==> src/rtl/car_pkg.sv <==
// Shared detector indices, link-state encoding and received-frame layout
// for the frame receiver.
package car_pkg;

    localparam int unsigned DET_FRONT = 0;
    localparam int unsigned DET_LEFT  = 1;
    localparam int unsigned DET_RIGHT = 2;
    localparam int unsigned DET_BACK  = 3;
    localparam int unsigned NUM_DET   = DET_BACK + 1;

    typedef enum logic {
        LINK_DOWN = 1'b0,
        LINK_UP   = 1'b1
    } link_state_e;

    typedef struct packed {
        logic [1:0]         hdr;
        logic [1:0]         rsvd;
        logic [NUM_DET-1:0] det;
    } frame_t;

    // A fork is open when at least two of front/left/right are clear.
    function automatic logic fork_detect(input logic [NUM_DET-1:0] s);
        return (!s[DET_FRONT] && !s[DET_LEFT])  ||
               (!s[DET_FRONT] && !s[DET_RIGHT]) ||
               (!s[DET_LEFT]  && !s[DET_RIGHT]);
    endfunction

endpackage

==> src/rtl/detector_frame_rx_if.sv <==
// Frame/strobe inputs and conditioned detector outputs of detector_frame_rx.
interface detector_frame_rx_if;

    logic [7:0] rx_data;
    logic       rx_valid;
    logic       tick_en;
    logic       hold_clr;
    logic [3:0] det_stable;
    logic [3:0] det_on_long;
    logic [3:0] det_off_long;
    logic       fork_here;
    logic       fork_rise;
    logic       link_ok;
    logic [7:0] hdr_err_cnt;

    modport master (
        output rx_data, rx_valid, tick_en, hold_clr,
        input  det_stable, det_on_long, det_off_long,
               fork_here, fork_rise, link_ok, hdr_err_cnt
    );

    modport slave (
        input  rx_data, rx_valid, tick_en, hold_clr,
        output det_stable, det_on_long, det_off_long,
               fork_here, fork_rise, link_ok, hdr_err_cnt
    );

endinterface

==> src/rtl/det_channel.sv <==
// One detector channel: frame-based debounce of the stable level plus a
// saturating hold timer measuring how long that level has persisted.
module det_channel #(
    parameter int unsigned DEB_FRAMES = 3,
    parameter int unsigned HOLD_TICKS = 50
) (
    input  logic sys_clk,
    input  logic rst,
    input  logic i_frame,
    input  logic i_bit,
    input  logic i_load,
    input  logic i_force,
    input  logic i_tick_en,
    input  logic i_hold_clr,
    output logic o_stable,
    output logic o_held
);

    localparam int unsigned DEB_W  = 4;
    localparam int unsigned HOLD_W = $clog2(HOLD_TICKS + 1);

    logic              r_stable;
    logic              w_stable_nxt;
    logic [DEB_W-1:0]  r_deb;
    logic [DEB_W-1:0]  w_deb_nxt;
    logic [HOLD_W-1:0] r_hold;
    logic [HOLD_W-1:0] w_hold_nxt;

    always_comb begin
        w_stable_nxt = r_stable;
        w_deb_nxt    = r_deb;
        w_hold_nxt   = r_hold;

        if (i_force) begin
            w_stable_nxt = 1'b1;
            w_deb_nxt    = '0;
        end else if (i_load) begin
            w_stable_nxt = i_bit;
            w_deb_nxt    = '0;
        end else if (i_frame) begin
            if (i_bit == r_stable) begin
                w_deb_nxt = '0;
            end else if (r_deb == DEB_W'(DEB_FRAMES - 1)) begin
                w_stable_nxt = i_bit;
                w_deb_nxt    = '0;
            end else begin
                w_deb_nxt = r_deb + DEB_W'(1);
            end
        end

        // Any level change or link transition restarts the hold measurement.
        if (i_force || i_load || i_hold_clr || (w_stable_nxt != r_stable)) begin
            w_hold_nxt = '0;
        end else if (i_tick_en && (r_hold != HOLD_W'(HOLD_TICKS))) begin
            w_hold_nxt = r_hold + HOLD_W'(1);
        end
    end

    always_ff @(posedge sys_clk) begin
        if (!rst) begin
            r_stable <= 1'b1;
            r_deb    <= '0;
            r_hold   <= '0;
        end else begin
            r_stable <= w_stable_nxt;
            r_deb    <= w_deb_nxt;
            r_hold   <= w_hold_nxt;
        end
    end

    assign o_stable = r_stable;
    assign o_held   = (r_hold == HOLD_W'(HOLD_TICKS));

endmodule

==> src/rtl/detector_frame_rx.sv <==
// Validates UART status frames, tracks link liveness, and produces debounced
// detector levels, hold flags and fork indication for the navigation FSM.
module detector_frame_rx
    import car_pkg::*;
#(
    parameter logic [1:0]  HDR           = 2'b10,
    parameter int unsigned DEB_FRAMES    = 3,
    parameter int unsigned HOLD_TICKS    = 50,
    parameter int unsigned TIMEOUT_TICKS = 25
) (
    input  logic               sys_clk,
    input  logic               rst,
    detector_frame_rx_if.slave bus
);

    localparam int unsigned TMO_W = $clog2(TIMEOUT_TICKS + 1);
    localparam int unsigned ERR_W = 8;

    frame_t             w_frame;
    logic               w_good;
    logic               w_bad;
    logic               w_unused;
    link_state_e        r_state;
    link_state_e        w_state_nxt;
    logic               w_load;
    logic               w_force;
    logic               w_deb_frame;
    logic [TMO_W-1:0]   r_tmo;
    logic [TMO_W-1:0]   w_tmo_nxt;
    logic [ERR_W-1:0]   r_err;
    logic               r_fork_d;
    logic               r_fork_rise;
    logic               w_fork_here;
    logic [NUM_DET-1:0] w_stable;
    logic [NUM_DET-1:0] w_held;

    assign w_frame  = frame_t'(bus.rx_data);
    assign w_good   = bus.rx_valid && (w_frame.hdr == HDR);
    assign w_bad    = bus.rx_valid && (w_frame.hdr != HDR);
    assign w_unused = ^w_frame.rsvd;

    always_ff @(posedge sys_clk) begin
        if (!rst) r_state <= LINK_DOWN;
        else      r_state <= w_state_nxt;
    end

    // Link FSM: a good frame in the expiring tick's cycle keeps the link up.
    always_comb begin
        w_state_nxt = r_state;
        w_load      = 1'b0;
        w_force     = 1'b0;
        w_deb_frame = 1'b0;
        w_tmo_nxt   = r_tmo;
        case (r_state)
            LINK_DOWN: begin
                if (w_good) begin
                    w_state_nxt = LINK_UP;
                    w_load      = 1'b1;
                    w_tmo_nxt   = '0;
                end
            end
            LINK_UP: begin
                if (w_good) begin
                    w_deb_frame = 1'b1;
                    w_tmo_nxt   = '0;
                end else if (bus.tick_en) begin
                    if (r_tmo == TMO_W'(TIMEOUT_TICKS - 1)) begin
                        w_state_nxt = LINK_DOWN;
                        w_force     = 1'b1;
                        w_tmo_nxt   = '0;
                    end else begin
                        w_tmo_nxt = r_tmo + TMO_W'(1);
                    end
                end
            end
            default: w_state_nxt = LINK_DOWN;
        endcase
    end

    always_ff @(posedge sys_clk) begin
        if (!rst) begin
            r_tmo       <= '0;
            r_err       <= '0;
            r_fork_d    <= 1'b0;
            r_fork_rise <= 1'b0;
        end else begin
            r_tmo       <= w_tmo_nxt;
            if (w_bad && (r_err != '1)) r_err <= r_err + ERR_W'(1);
            r_fork_d    <= w_fork_here;
            r_fork_rise <= w_fork_here && !r_fork_d;
        end
    end

    for (genvar g = 0; g < NUM_DET; g++) begin : g_ch
        det_channel #(
            .DEB_FRAMES (DEB_FRAMES),
            .HOLD_TICKS (HOLD_TICKS)
        ) u_ch (
            .sys_clk    (sys_clk),
            .rst        (rst),
            .i_frame    (w_deb_frame),
            .i_bit      (w_frame.det[g]),
            .i_load     (w_load),
            .i_force    (w_force),
            .i_tick_en  (bus.tick_en),
            .i_hold_clr (bus.hold_clr),
            .o_stable   (w_stable[g]),
            .o_held     (w_held[g])
        );
    end

    assign w_fork_here      = fork_detect(w_stable);
    assign bus.det_stable   = w_stable;
    assign bus.det_on_long  = w_stable & w_held;
    assign bus.det_off_long = ~w_stable & w_held;
    assign bus.fork_here    = w_fork_here;
    assign bus.fork_rise    = r_fork_rise;
    assign bus.link_ok      = (r_state == LINK_UP);
    assign bus.hdr_err_cnt  = r_err;

endmodule

==> src/flat_wrapper.sv <==
// flat-port wrapper written by rule: the top's interface ports become plain ports
module detector_frame_rx_flat import car_pkg::*;
#(
    parameter logic [1:0]  HDR           = 2'b10,
    parameter int unsigned DEB_FRAMES    = 3,
    parameter int unsigned HOLD_TICKS    = 50,
    parameter int unsigned TIMEOUT_TICKS = 25
)
  (sys_clk, rst, bus_rx_data, bus_rx_valid, bus_tick_en, bus_hold_clr, bus_det_stable, bus_det_on_long, bus_det_off_long, bus_fork_here, bus_fork_rise, bus_link_ok, bus_hdr_err_cnt);
  detector_frame_rx_if bus_i ();
  input  logic sys_clk;
  input  logic rst;
  input wire logic [$bits(bus_i.rx_data)-1:0] bus_rx_data;
  input wire logic [$bits(bus_i.rx_valid)-1:0] bus_rx_valid;
  input wire logic [$bits(bus_i.tick_en)-1:0] bus_tick_en;
  input wire logic [$bits(bus_i.hold_clr)-1:0] bus_hold_clr;
  output wire logic [$bits(bus_i.det_stable)-1:0] bus_det_stable;
  output wire logic [$bits(bus_i.det_on_long)-1:0] bus_det_on_long;
  output wire logic [$bits(bus_i.det_off_long)-1:0] bus_det_off_long;
  output wire logic [$bits(bus_i.fork_here)-1:0] bus_fork_here;
  output wire logic [$bits(bus_i.fork_rise)-1:0] bus_fork_rise;
  output wire logic [$bits(bus_i.link_ok)-1:0] bus_link_ok;
  output wire logic [$bits(bus_i.hdr_err_cnt)-1:0] bus_hdr_err_cnt;
  assign bus_i.rx_data = bus_rx_data;
  assign bus_i.rx_valid = bus_rx_valid;
  assign bus_i.tick_en = bus_tick_en;
  assign bus_i.hold_clr = bus_hold_clr;
  assign bus_det_stable = bus_i.det_stable;
  assign bus_det_on_long = bus_i.det_on_long;
  assign bus_det_off_long = bus_i.det_off_long;
  assign bus_fork_here = bus_i.fork_here;
  assign bus_fork_rise = bus_i.fork_rise;
  assign bus_link_ok = bus_i.link_ok;
  assign bus_hdr_err_cnt = bus_i.hdr_err_cnt;
  detector_frame_rx #(.HDR(HDR), .DEB_FRAMES(DEB_FRAMES), .HOLD_TICKS(HOLD_TICKS), .TIMEOUT_TICKS(TIMEOUT_TICKS)) u_core (.sys_clk(sys_clk), .rst(rst), .bus(bus_i));
endmodule
==> config.mk <==
export PLATFORM = sky130hd
export DESIGN_NAME = detector_frame_rx_flat
export DESIGN_NICKNAME = d
export VERILOG_FILES = /design/src/rtl/car_pkg.sv /design/src/rtl/detector_frame_rx_if.sv /design/src/rtl/det_channel.sv /design/src/rtl/detector_frame_rx.sv /design/src/flat_wrapper.sv
export SDC_FILE = /design/constraint.sdc
export NUM_CORES = 1
export LEC_CHECK = 0
export CAP_MARGIN = 30
export CORE_MARGIN = 2
export CORE_UTILIZATION = 30
export CTS_CLUSTER_DIAMETER = 100
export DETAILED_ROUTE_END_ITERATION = 8
export PLACE_DENSITY_LB_ADDON = 0.1
export SLEW_MARGIN = 0
export SYNTH_ARGS = -nofsm -noshare
export SYNTH_HDL_FRONTEND = slang
export SYNTH_SLANG_ARGS = --single-unit
==> constraint.sdc <==
create_clock -name sys_clk -period 4.75 [get_ports sys_clk]
set_clock_uncertainty 0.05 [all_clocks]
set_input_delay 0.95 -clock sys_clk [delete_from_list [all_inputs] [get_ports sys_clk]]
set_output_delay 0.95 -clock sys_clk [all_outputs]
set_load 0.03 [all_outputs]
==> flow_metrics.py <==
metrics = {
    "status": {
        "status": "completed",
    },
    "synth": {
        "synth.net_count": 411,
        "syn_inst": 379,
        "synth_edf_count": 0,
        "synth-compound-area-share_pct": 17.16,
        "async_flop_share_pct": 0,
        "syn_area_um2": 3201,
        "synth_fa_ha_area_share_pct": 7.740,
        "ys.warnings.count": 0,
        "synthFlopType": "dfxtp_1",
        "synth_top_area_share_pct": 37.53,
        "synth_top_area_cell": "dfxtp_1",
        "yosys.area_share.simple_pct": 25.68,
        "synth_area_leaders": "dfxtp_1, ha_1, nand2_1",
        "synth.distinct_cells": 50,
        "synth_common_cells": "dfxtp_1, nand2_1, nor2_1",
        "synthXorXnorAreaFrac_pct": 6.020,
        "synth-seq-area-share_pct": 37.53,
        "synth.most_common_cell": "dfxtp_1",
        "synth_top_family_by_area": "simple AND/OR/NAND/NOR gates",
        "synth_area_per_cell_um2": 8.445,
        "ys_ff_latch": 60,
        "synth.area.mux_share_pct": 0.6255,
    },
    "route": {
        "firstDrtPassIters": 4,
        "drt_first_iter_violations": 97,
        "route.detailed.drc": 0,
        "dr_total_vias": 2721,
        "totalWireLength_mm": 7.144,
        "drt-vias-per-instance": 4.956,
        "wl_per_cell_um": 13.01,
        "drtAntennaViolNets": 0,
    },
    "sta": {
        "hold_ws_ns": 0.3309,
        "hold_viol": 0,
        "setup_violations": 0,
        "period_share_pct": 65.85,
        "relSlewSlack_pct": 57.87,
        "rsz0062_at_grt": "false",
        "slew_violations": 0,
        "worst_pin_slew_ns": 0.6311,
        "fin_crit_ns": 3.128,
        "fmax_ghz": 0.3197,
        "finalSetupTns_ns": 0,
    },
    "floorplan": {
        "core_area_um2": 10320,
        "die_area_um2": 11510,
        "die_h_um": 107.3,
        "start_util_pct": 31.00,
        "rows": 37,
        "die_x_um": 107.3,
        "io_pins": 36,
    },
    "power": {
        "finalPower_uw": 1014,
        "p_leak_uw": 0.001359,
        "ir_drop_mv": 0.1012,
        "power_per_cell_area_nw_per_um2": 266.4,
    },
    "place": {
        "place_congestion": 0.7312,
        "hpwl_mm": 5.048,
        "dp_cells": 535,
        "port_buffers": 33,
    },
    "cts": {
        "clock-sinks": 60,
        "postCtsSetupRepairBufs": 0,
        "cts.path.max_buffers": 2,
        "cts-root-buf": "clkbuf_8",
        "cts.clk_slew.worst_paths_ns": 0.06,
        "ctsResizeCount": 0,
        "htree_levels": 3,
        "cts_buffers": 9,
        "cts_tree": "done",
        "cts_hold_buf": 0,
        "worstSkewPairLatency_ns": 0.33,
    },
    "job": {
        "cap_violations": 0,
    },
    "cells_and_area": {
        "fillers": 1079,
        "antenna_cells": 0,
        "final_cells": 549,
        "drive_gt1_share_pct": 7.506,
        "area_delta_synth_final_pct": 18.92,
        "nets": 442,
        "regArea_um2": 1201,
        "post-route-util_pct": 36.87,
        "multiInputGateArea_um2": 1832,
    },
    "setup_path": {
        "critical_path_arrival_ns": 2.13,
        "cp-start-kind": "flop",
        "criticalPathCategory": "flop to output pin",
        "end_kind": "output pin",
        "cp_data_required_time_ns": 3.75,
        "critPathMaxFanout": 5,
    },
    "global_routing": {
        "grt.overflow.total": 0,
        "grt_pass1_wl_mm": 12.22,
        "grt_util_all_layers_pct": 13.32,
        "grt_pass1_vias": 2571,
        "grt_max_degree": 22,
        "antenna_found_initial": 0,
    },
    "min_path": {
        "hp-class": "flop to flop",
    },
}
[critical path, cell delays in order, from the launching register on]
cell             delay, ns
dfxtp_1               0.33
inv_1                 0.09
ha_1                  0.15
nand4b_1              0.11
or2_2                 0.34
nor2_1                0.10
clkdlybuf4s50_1       0.67
[logic make-up after synthesis]
group | count (synthesis)
compound gates | 85
xor+xnor | 22
fa+ha+maj | 20
buf+inv | 37
flops | 60
mux | 2
simple gates | 153
[final timing paths]
kind	start	end	slack, ns	depth (start not counted)
max	u_core.g_ch[3].u_ch.r_hold[0]$_SDFFE_PP0P_	bus_det_on_long[3]	1.62	6
max reg2reg	u_core.bus.link_ok$_SDFF_PN0_	u_core.g_ch[3].u_ch.r_hold[1]$_SDFFE_PP0P_	2.60	3
min reg2reg	u_core.r_fork_d$_SDFF_PN0_	u_core.bus.fork_rise$_SDFF_PN0_	0.33	1
min	u_core.r_fork_d$_SDFF_PN0_	u_core.bus.fork_rise$_SDFF_PN0_	0.33	1
[registers in the layout (all words and copies together) (netlist names)]
name,count
u_core.g_ch.u_ch.o_stable,4
u_core.bus.hdr_err_cnt,8
u_core.r_fork_d,1
u_core.bus.link_ok,1
u_core.bus.fork_rise,1
u_core.r_tmo,5
u_core.g_ch.u_ch.r_deb,16
u_core.g_ch.u_ch.r_hold,24
[per-stage QoR]
step	setup slack (ns)	area, µm²
finish	1.622	3806
global route	1.489	3806
global placement	1.430	3631
detailed placement	1.426	3631
CTS	1.584	3806
floorplan	2.392	3201
[per-layer routing]
metal	up-vias	track usage, %	wire [µm]
met5	-	0	0
met4	0	5.844	116
met3	10	2.785	270
met2	49	20.52	3071
met1	1251	17.91	3684
li1	1411	-	-
[where the power goes]
group | switching (µW) | internal [µW]
clock network | 189 | 224
logic | 46.7 | 32.6
registers | 10.9 | 510
[final cells by class]
type,instances,area share (%)
Inverter,22,2.170
Multi-Input combinational cell,282,48.13
Clock buffer,12,4.339
Sequential cell,60,31.56
Tap cell,136,4.471
Clock inverter,2,0.2630
Timing Repair Buffer,35,9.073
[cells in the final DEF, fill, tap and decap left out, drive strengths merged, types with 13 or more instances in the layout]
master,synthesis,final
ha,19,19
a21oi,25,25
nand2,35,35
o21ai,19,19
nor3,18,18
inv,21,21
clkdlybuf4s50,0,33
nor2,31,31
dfxtp,60,60
nand3,13,13
Power figures use the tool's default switching activity.
